`config.mk`:
```
export PLATFORM = sky130hd
export DESIGN_NAME = uart_host_ctrl
export DESIGN_NICKNAME = d
export VERILOG_FILES = /design/src/rtl/uart_host_ctrl.sv
export SDC_FILE = /design/constraint.sdc
export NUM_CORES = 1
export LEC_CHECK = 0
export ABC_AREA = 0
export ABC_CLOCK_PERIOD_IN_PS = 4000
export CORE_MARGIN = 2
export CORE_UTILIZATION = 63
export DETAILED_ROUTE_END_ITERATION = 10
export PLACE_DENSITY = 0.91
export SYNTH_ARGS = -nofsm -noshare
export SYNTH_HDL_FRONTEND = slang
export SYNTH_SLANG_ARGS = --single-unit
```
`constraint.sdc`:
```
create_clock -name clk -period 4 [get_ports clk]
set_input_delay 0.8 -clock clk [delete_from_list [all_inputs] [get_ports clk]]
set_output_delay 0.8 -clock clk [all_outputs]
set_load 0.05 [all_outputs]
```
`src/rtl/uart_host_ctrl.sv`:
```
// rtl/uart_host_ctrl.sv - t16450 bus master: register init, TX FIFO drain to THR, optional RBR drain
//
// Purpose:
//   After reset, programs IER, divisor latch and LCR of a t16450, then moves
//   bytes from a local TX FIFO into THR whenever LSR.THRE reports space.
//   All UART accesses use 3-cycle writes (SETUP/STROBE/HOLD) and 4-cycle reads
//   (SETUP/STROBE1/STROBE2/HOLD). Bus outputs are registered so the strobes are
//   glitch-free and drop to inactive as soon as reset_n is asserted.
//
// Ports:
//   clk, reset_n          clock, asynchronous active-low reset
//   tx_data/tx_valid      byte stream into the TX FIFO
//   tx_ready              FIFO can accept a byte
//   fifo_count            FIFO occupancy
//   init_done             register programming finished (sticky until reset)
//   rx_data/rx_valid      received byte and one-cycle strobe (RX build only, else 0)
//   uart_cs_n/rd_n/wr_n   UART CPU-port strobes
//   uart_addr/wr_data     UART register address and write data
//   uart_rd_data          UART read data
//
// Configuration macro: UART_HOST_RX_EN
//   Defined: POLL also checks LSR.DR; RBR reads take priority over THR writes
//   and IDLE polls continuously. Undefined: rx_data/rx_valid are tied to 0.

module uart_host_ctrl #(
  parameter logic [15:0] DIVISOR    = 16'h0001,
  parameter logic [7:0]  LCR_VAL    = 8'h03,
  parameter int          FIFO_DEPTH = 16
) (
  input  logic                          clk,
  input  logic                          reset_n,
  input  logic [7:0]                    tx_data,
  input  logic                          tx_valid,
  output logic                          tx_ready,
  output logic [$clog2(FIFO_DEPTH):0]   fifo_count,
  output logic                          init_done,
  output logic [7:0]                    rx_data,
  output logic                          rx_valid,
  output logic                          uart_cs_n,
  output logic                          uart_rd_n,
  output logic                          uart_wr_n,
  output logic [2:0]                    uart_addr,
  output logic [7:0]                    uart_wr_data,
  input  logic [7:0]                    uart_rd_data
);

  localparam int AW = $clog2(FIFO_DEPTH);
  localparam int CW = AW + 1;

  typedef enum logic [2:0] {
    S_INIT,
    S_IDLE,
    S_POLL,
    S_TXWR,
    S_RXRD
  } state_t;

  state_t      state, state_n;
  logic [2:0]  step, step_n;
  logic [1:0]  phase, phase_n;
  logic        run, run_n;
  logic        init_done_n;
  logic        pop, rx_fire;
  logic [7:0]  rd_q;

  logic [7:0]  mem [FIFO_DEPTH];
  logic [AW-1:0] wr_ptr, rd_ptr;
  logic        push, fifo_empty, poll_req;

  logic        cs_d, rd_d, wr_d;
  logic [2:0]  addr_d;
  logic [7:0]  data_d;

  // ---------------- TX FIFO ----------------
  assign tx_ready   = (fifo_count != CW'(FIFO_DEPTH));
  assign push       = tx_valid && tx_ready;
  assign fifo_empty = (fifo_count == '0);

  always_ff @(posedge clk) begin
    if (push) mem[wr_ptr] <= tx_data;
  end

  always_ff @(posedge clk or negedge reset_n) begin
    if (!reset_n) begin
      wr_ptr     <= '0;
      rd_ptr     <= '0;
      fifo_count <= '0;
    end else begin
      if (push) wr_ptr <= wr_ptr + 1'b1;
      if (pop)  rd_ptr <= rd_ptr + 1'b1;
      case ({push, pop})
        2'b10:   fifo_count <= fifo_count + 1'b1;
        2'b01:   fifo_count <= fifo_count - 1'b1;
        default: fifo_count <= fifo_count;
      endcase
    end
  end

`ifdef UART_HOST_RX_EN
  assign poll_req = 1'b1;
`else
  assign poll_req = !fifo_empty;
`endif

  // ---------------- FSM state register ----------------
  // run holds the FSM in INIT/step 0/SETUP for the first edge after reset so
  // that the first SETUP cycle starts on that edge.
  always_ff @(posedge clk or negedge reset_n) begin
    if (!reset_n) begin
      state     <= S_INIT;
      step      <= '0;
      phase     <= '0;
      run       <= 1'b0;
      init_done <= 1'b0;
    end else begin
      state     <= state_n;
      step      <= step_n;
      phase     <= phase_n;
      run       <= run_n;
      init_done <= init_done_n;
    end
  end

  // LSR/RBR sample at the end of STROBE2 of any read.
  always_ff @(posedge clk or negedge reset_n) begin
    if (!reset_n) begin
      rd_q <= '0;
    end else if (run && (state == S_POLL || state == S_RXRD) && phase == 2'd2) begin
      rd_q <= uart_rd_data;
    end
  end

  // ---------------- FSM next state ----------------
  always_comb begin
    state_n     = state;
    step_n      = step;
    phase_n     = phase;
    run_n       = 1'b1;
    init_done_n = init_done;
    pop         = 1'b0;
    rx_fire     = 1'b0;
    if (run) begin
      case (state)
        S_INIT: begin
          if (phase == 2'd2) begin
            phase_n = '0;
            if (step == 3'd4) begin
              state_n     = S_IDLE;
              step_n      = '0;
              init_done_n = 1'b1;
            end else begin
              step_n = step + 3'd1;
            end
          end else begin
            phase_n = phase + 2'd1;
          end
        end
        S_IDLE: begin
          if (poll_req) begin
            state_n = S_POLL;
            phase_n = '0;
          end
        end
        S_POLL: begin
          if (phase == 2'd3) begin
            phase_n = '0;
`ifdef UART_HOST_RX_EN
            if (rd_q[0])                       state_n = S_RXRD;
            else if (rd_q[5] && !fifo_empty)   state_n = S_TXWR;
            else                               state_n = S_IDLE;
`else
            if (rd_q[5] && !fifo_empty)        state_n = S_TXWR;
            else                               state_n = S_IDLE;
`endif
          end else begin
            phase_n = phase + 2'd1;
          end
        end
        S_TXWR: begin
          if (phase == 2'd2) begin
            pop     = 1'b1;
            phase_n = '0;
            state_n = S_IDLE;
          end else begin
            phase_n = phase + 2'd1;
          end
        end
        S_RXRD: begin
          if (phase == 2'd3) begin
            rx_fire = 1'b1;
            phase_n = '0;
            state_n = S_IDLE;
          end else begin
            phase_n = phase + 2'd1;
          end
        end
        default: begin
          state_n = S_INIT;
          step_n  = '0;
          phase_n = '0;
        end
      endcase
    end
  end

  // ---------------- bus decode of the upcoming cycle ----------------
  always_comb begin
    cs_d   = 1'b1;
    rd_d   = 1'b1;
    wr_d   = 1'b1;
    addr_d = '0;
    data_d = '0;
    if (run_n) begin
      case (state_n)
        S_INIT: begin
          cs_d = 1'b0;
          wr_d = (phase_n != 2'd1);
          case (step_n)
            3'd0:    begin addr_d = 3'd1; data_d = 8'h00;          end
            3'd1:    begin addr_d = 3'd3; data_d = 8'h80;          end
            3'd2:    begin addr_d = 3'd0; data_d = DIVISOR[7:0];   end
            3'd3:    begin addr_d = 3'd1; data_d = DIVISOR[15:8];  end
            default: begin addr_d = 3'd3; data_d = LCR_VAL;        end
          endcase
        end
        S_POLL: begin
          cs_d   = 1'b0;
          addr_d = 3'd5;
          rd_d   = !(phase_n == 2'd1 || phase_n == 2'd2);
        end
        S_RXRD: begin
          cs_d   = 1'b0;
          addr_d = 3'd0;
          rd_d   = !(phase_n == 2'd1 || phase_n == 2'd2);
        end
        S_TXWR: begin
          cs_d   = 1'b0;
          addr_d = 3'd0;
          data_d = mem[rd_ptr];
          wr_d   = (phase_n != 2'd1);
        end
        default: begin
          cs_d = 1'b1;
        end
      endcase
    end
  end

  always_ff @(posedge clk or negedge reset_n) begin
    if (!reset_n) begin
      uart_cs_n    <= 1'b1;
      uart_rd_n    <= 1'b1;
      uart_wr_n    <= 1'b1;
      uart_addr    <= '0;
      uart_wr_data <= '0;
    end else begin
      uart_cs_n    <= cs_d;
      uart_rd_n    <= rd_d;
      uart_wr_n    <= wr_d;
      uart_addr    <= addr_d;
      uart_wr_data <= data_d;
    end
  end

  // ---------------- RX presentation ----------------
`ifdef UART_HOST_RX_EN
  always_ff @(posedge clk or negedge reset_n) begin
    if (!reset_n) begin
      rx_data  <= '0;
      rx_valid <= 1'b0;
    end else begin
      rx_valid <= rx_fire;
      if (rx_fire) rx_data <= rd_q;
    end
  end
`else
  assign rx_data  = '0;
  assign rx_valid = 1'b0;
  logic unused_rx;
  assign unused_rx = ^{rd_q, rx_fire};
`endif

endmodule

```
==> impl_metrics.tcl <==
set metrics [dict create \
    port_buffers 32 \
    crit_arrival_ns 3.67 \
    root_buffer "clkbuf_16" \
    insertion_delay_ns 0.43 \
    cts_tree "yes" \
    path_clk_slew_ns 0.07 \
    status "complete, no violations" \
    post_cts_buffers 0 \
    rsz0062_at_grt "no" \
    skew_ns 0.00979 \
    synthTopCellsByCount "128 x edfxtp_1, 35 x dfrtp_1, 26 x mux4_2" \
    fmax_ghz 0.301 \
    ys_seq_area_frac 0.673 \
    grt_pass1_wl_mm 22.8 \
    ctsHoldBuffers 0 \
    synthDistinctLibCells 63 \
    syn-mean-instance-area_um2 16.9 \
    htreeDepth 4 \
    relSlewSlack 0.251 \
    drt_iter0_markers 522 \
    n_antenna_cell 0 \
    critPathLaunchType "flip-flop" \
    synth_area_leaders "edfxtp_1 54%, dfrtp_1 12%, mux4_2 8.2%, mux4_1 4.1%, ha_1 2.8%" \
    antenna_found_initial 0 \
    vias_per_cell 6.46 \
    critPathRequiredTime_ns 4.34 \
    r2r_slack_ns 0.68 \
    syn_area_mm2 0.00713 \
    initial_core_util 0.652 \
    powerDensity_mw_per_mm2 653 \
    gp_congestion 0.940 \
    p_leak_uw 0.00286 \
    dpl-instance-area_mm2 0.00751 \
    drt-pass1-iter-count 6 \
    wl_per_cell_um 24.5 \
    routed_wl_mm 15.0 \
    core-area_mm2 0.0109 \
    die_h_um 110 \
    slew_violations 0 \
    fin_tns_setup_ns 0 \
    final.period_utilization 0.831 \
    fin_nets 493 \
    cts_resized 0 \
    yosysMostFrequentCell "edfxtp_1" \
    postLayoutCellArea_mm2 0.00810 \
    ys.flop_type "edfxtp_1" \
    grt_pass1_vias 3961 \
    worstHoldPathType "input port to asynchronous set/reset pin" \
    max_cap_violations 0 \
    synth_area_leader_cell "edfxtp_1" \
    setup_viol 0 \
    fin_crit_ns 3.32 \
    worst_slew_pin_slew_ns 1.12 \
    vias 3942 \
    yosysWarningCount 0 \
    async_reset_ff_frac 0.229 \
    drcViolationCount 0 \
    end_kind "flip-flop" \
    grt_use_total 0.271 \
    io_pins 49 \
    ir_drop_uv 368 \
    area_delta_synth_final_pct 13.6 \
    overflow 0 \
    detail-route-antenna-nets 0 \
    rows 38 \
    synth-edff-count 128 \
    dieArea_mm2 0.0122 \
    hold_viol_final 0 \
    ys_ff_latch 166 \
    die_w_um 110 \
    grt_util_met1 0.349 \
    grt_busiest_layer "met2" \
    cts_made_buffers 17 \
    yosysTopAreaCellShare 0.539 \
    critical_path_class "flip-flop to flip-flop" \
    critPathMaxFanout 17 \
    drive_above_1_share 0.174 \
    grt_use_met2 0.460 \
    grt.met3_usage 0.0606 \
    dp_hpwl_mm 9.25 \
    syn_inst 422 \
    grt_max_degree 39 \
    holdWs_ns 0.473 \
    clkSinkCount 166 \
    cts_buffer_depth 2 \
]
-- cell families (layout without fill, tap and decap cells) --
family,count (synthesis),count (layout),share of synthesized area
flops,166,166,0.673
buf+inv,49,89,0.0360
compound gates,46,46,0.0451
fa+ha+maj,17,17,0.0309
simple gates,84,84,0.0633
xor+xnor,12,12,0.0147
mux,46,46,0.136
other cells,2,10,0.00105
-- cells in the final DEF, fill, tap and decap left out, types with 4 or more instances in the layout --
cell,instances
nand2_1,17
nand2b_1,5
mux4_2,26
mux4_1,11
or3_1,4
nor2_1,19
clkbuf_16,17
conb_1,10
a21oi_1,8
mux2_2,5
nor3b_1,4
buf_4,6
inv_6,4
mux2i_1,4
o21ai_0,11
xnor2_1,8
nor3_1,9
xor2_1,4
nor2b_1,5
dfrtp_1,34
inv_8,5
edfxtp_1,128
and3_1,6
inv_1,18
ha_1,16
clkdlybuf4s50_1,31
-- sequential cells by signal (all words and copies together) (netlist names) --
register      cells
rd_ptr            4
step              3
wr_ptr            4
fifo_count        5
init_done         1
uart_wr_n         1
phase             2
uart_rd_n         1
uart_addr         3
run               1
rd_q              1
uart_wr_data      8
state             3
mem             128
uart_cs_n         1
-- worst max-delay path, cell delays in order (launching register included) --
cell	delay, ns
dfrtp_1	0.68
nand3b_1	0.26
nor2_1	0.45
ha_1	0.32
inv_1	0.11
fa_1	0.42
nor2b_1	0.13
o21ai_0	0.13
and3_1	0.22
nor3_1	0.30
xor2_1	0.22
-- per-stage QoR --
stage | utilization | cells | power, uW | worst slack (ns)
CTS | 0.741 | 610 | 5280 | 0.754
floorplan | - | 430 | 3270 | 0.717
global placement | 0.687 | 578 | 3560 | 0.954
finish | 0.741 | 610 | 5290 | 0.676
detailed placement | 0.687 | 578 | 3660 | 0.704
global route | 0.741 | 610 | 5480 | 0.575
-- power breakdown --
part	total, uW	internal [uW]	leakage (uW)	switching (uW)
Combinational	1320	510	0.000945	811
Sequential	2350	2120	0.00163	224
Clock	1620	888	0.000287	730
-- routing by layer --
| metal | up-vias | share of wire |
|---|---|---|
| li1 | 1689 | - |
| met1 | 1975 | 0.38 |
| met2 | 244 | 0.52 |
| met3 | 34 | 0.072 |
| met4 | 0 | 0.025 |
| met5 | - | 0 |
-- cell type report --
type	count	area, um2
Multi-Input combinational cell	215	2110
Clock buffer	17	425
Sequential cell	166	4800
Tap cell	140	175
Clock inverter	15	163
Timing Repair Buffer	38	360
Inverter	19	71.3
Fill cell	595	2830
-- final timing paths --
path / startpoint / end / cells after the start
max: state[1] / fifo_count[4] / 10
min: reset_n / uart_wr_data[7] / 1
max reg2reg: state[1] / fifo_count[4] / 10
min reg2reg: init_done / init_done / 2
max in group asynchronous: reset_n / rd_ptr[0] / 1
min in group clk: init_done / init_done / 2
No activity file was read; power rests on OpenSTA's default activity.
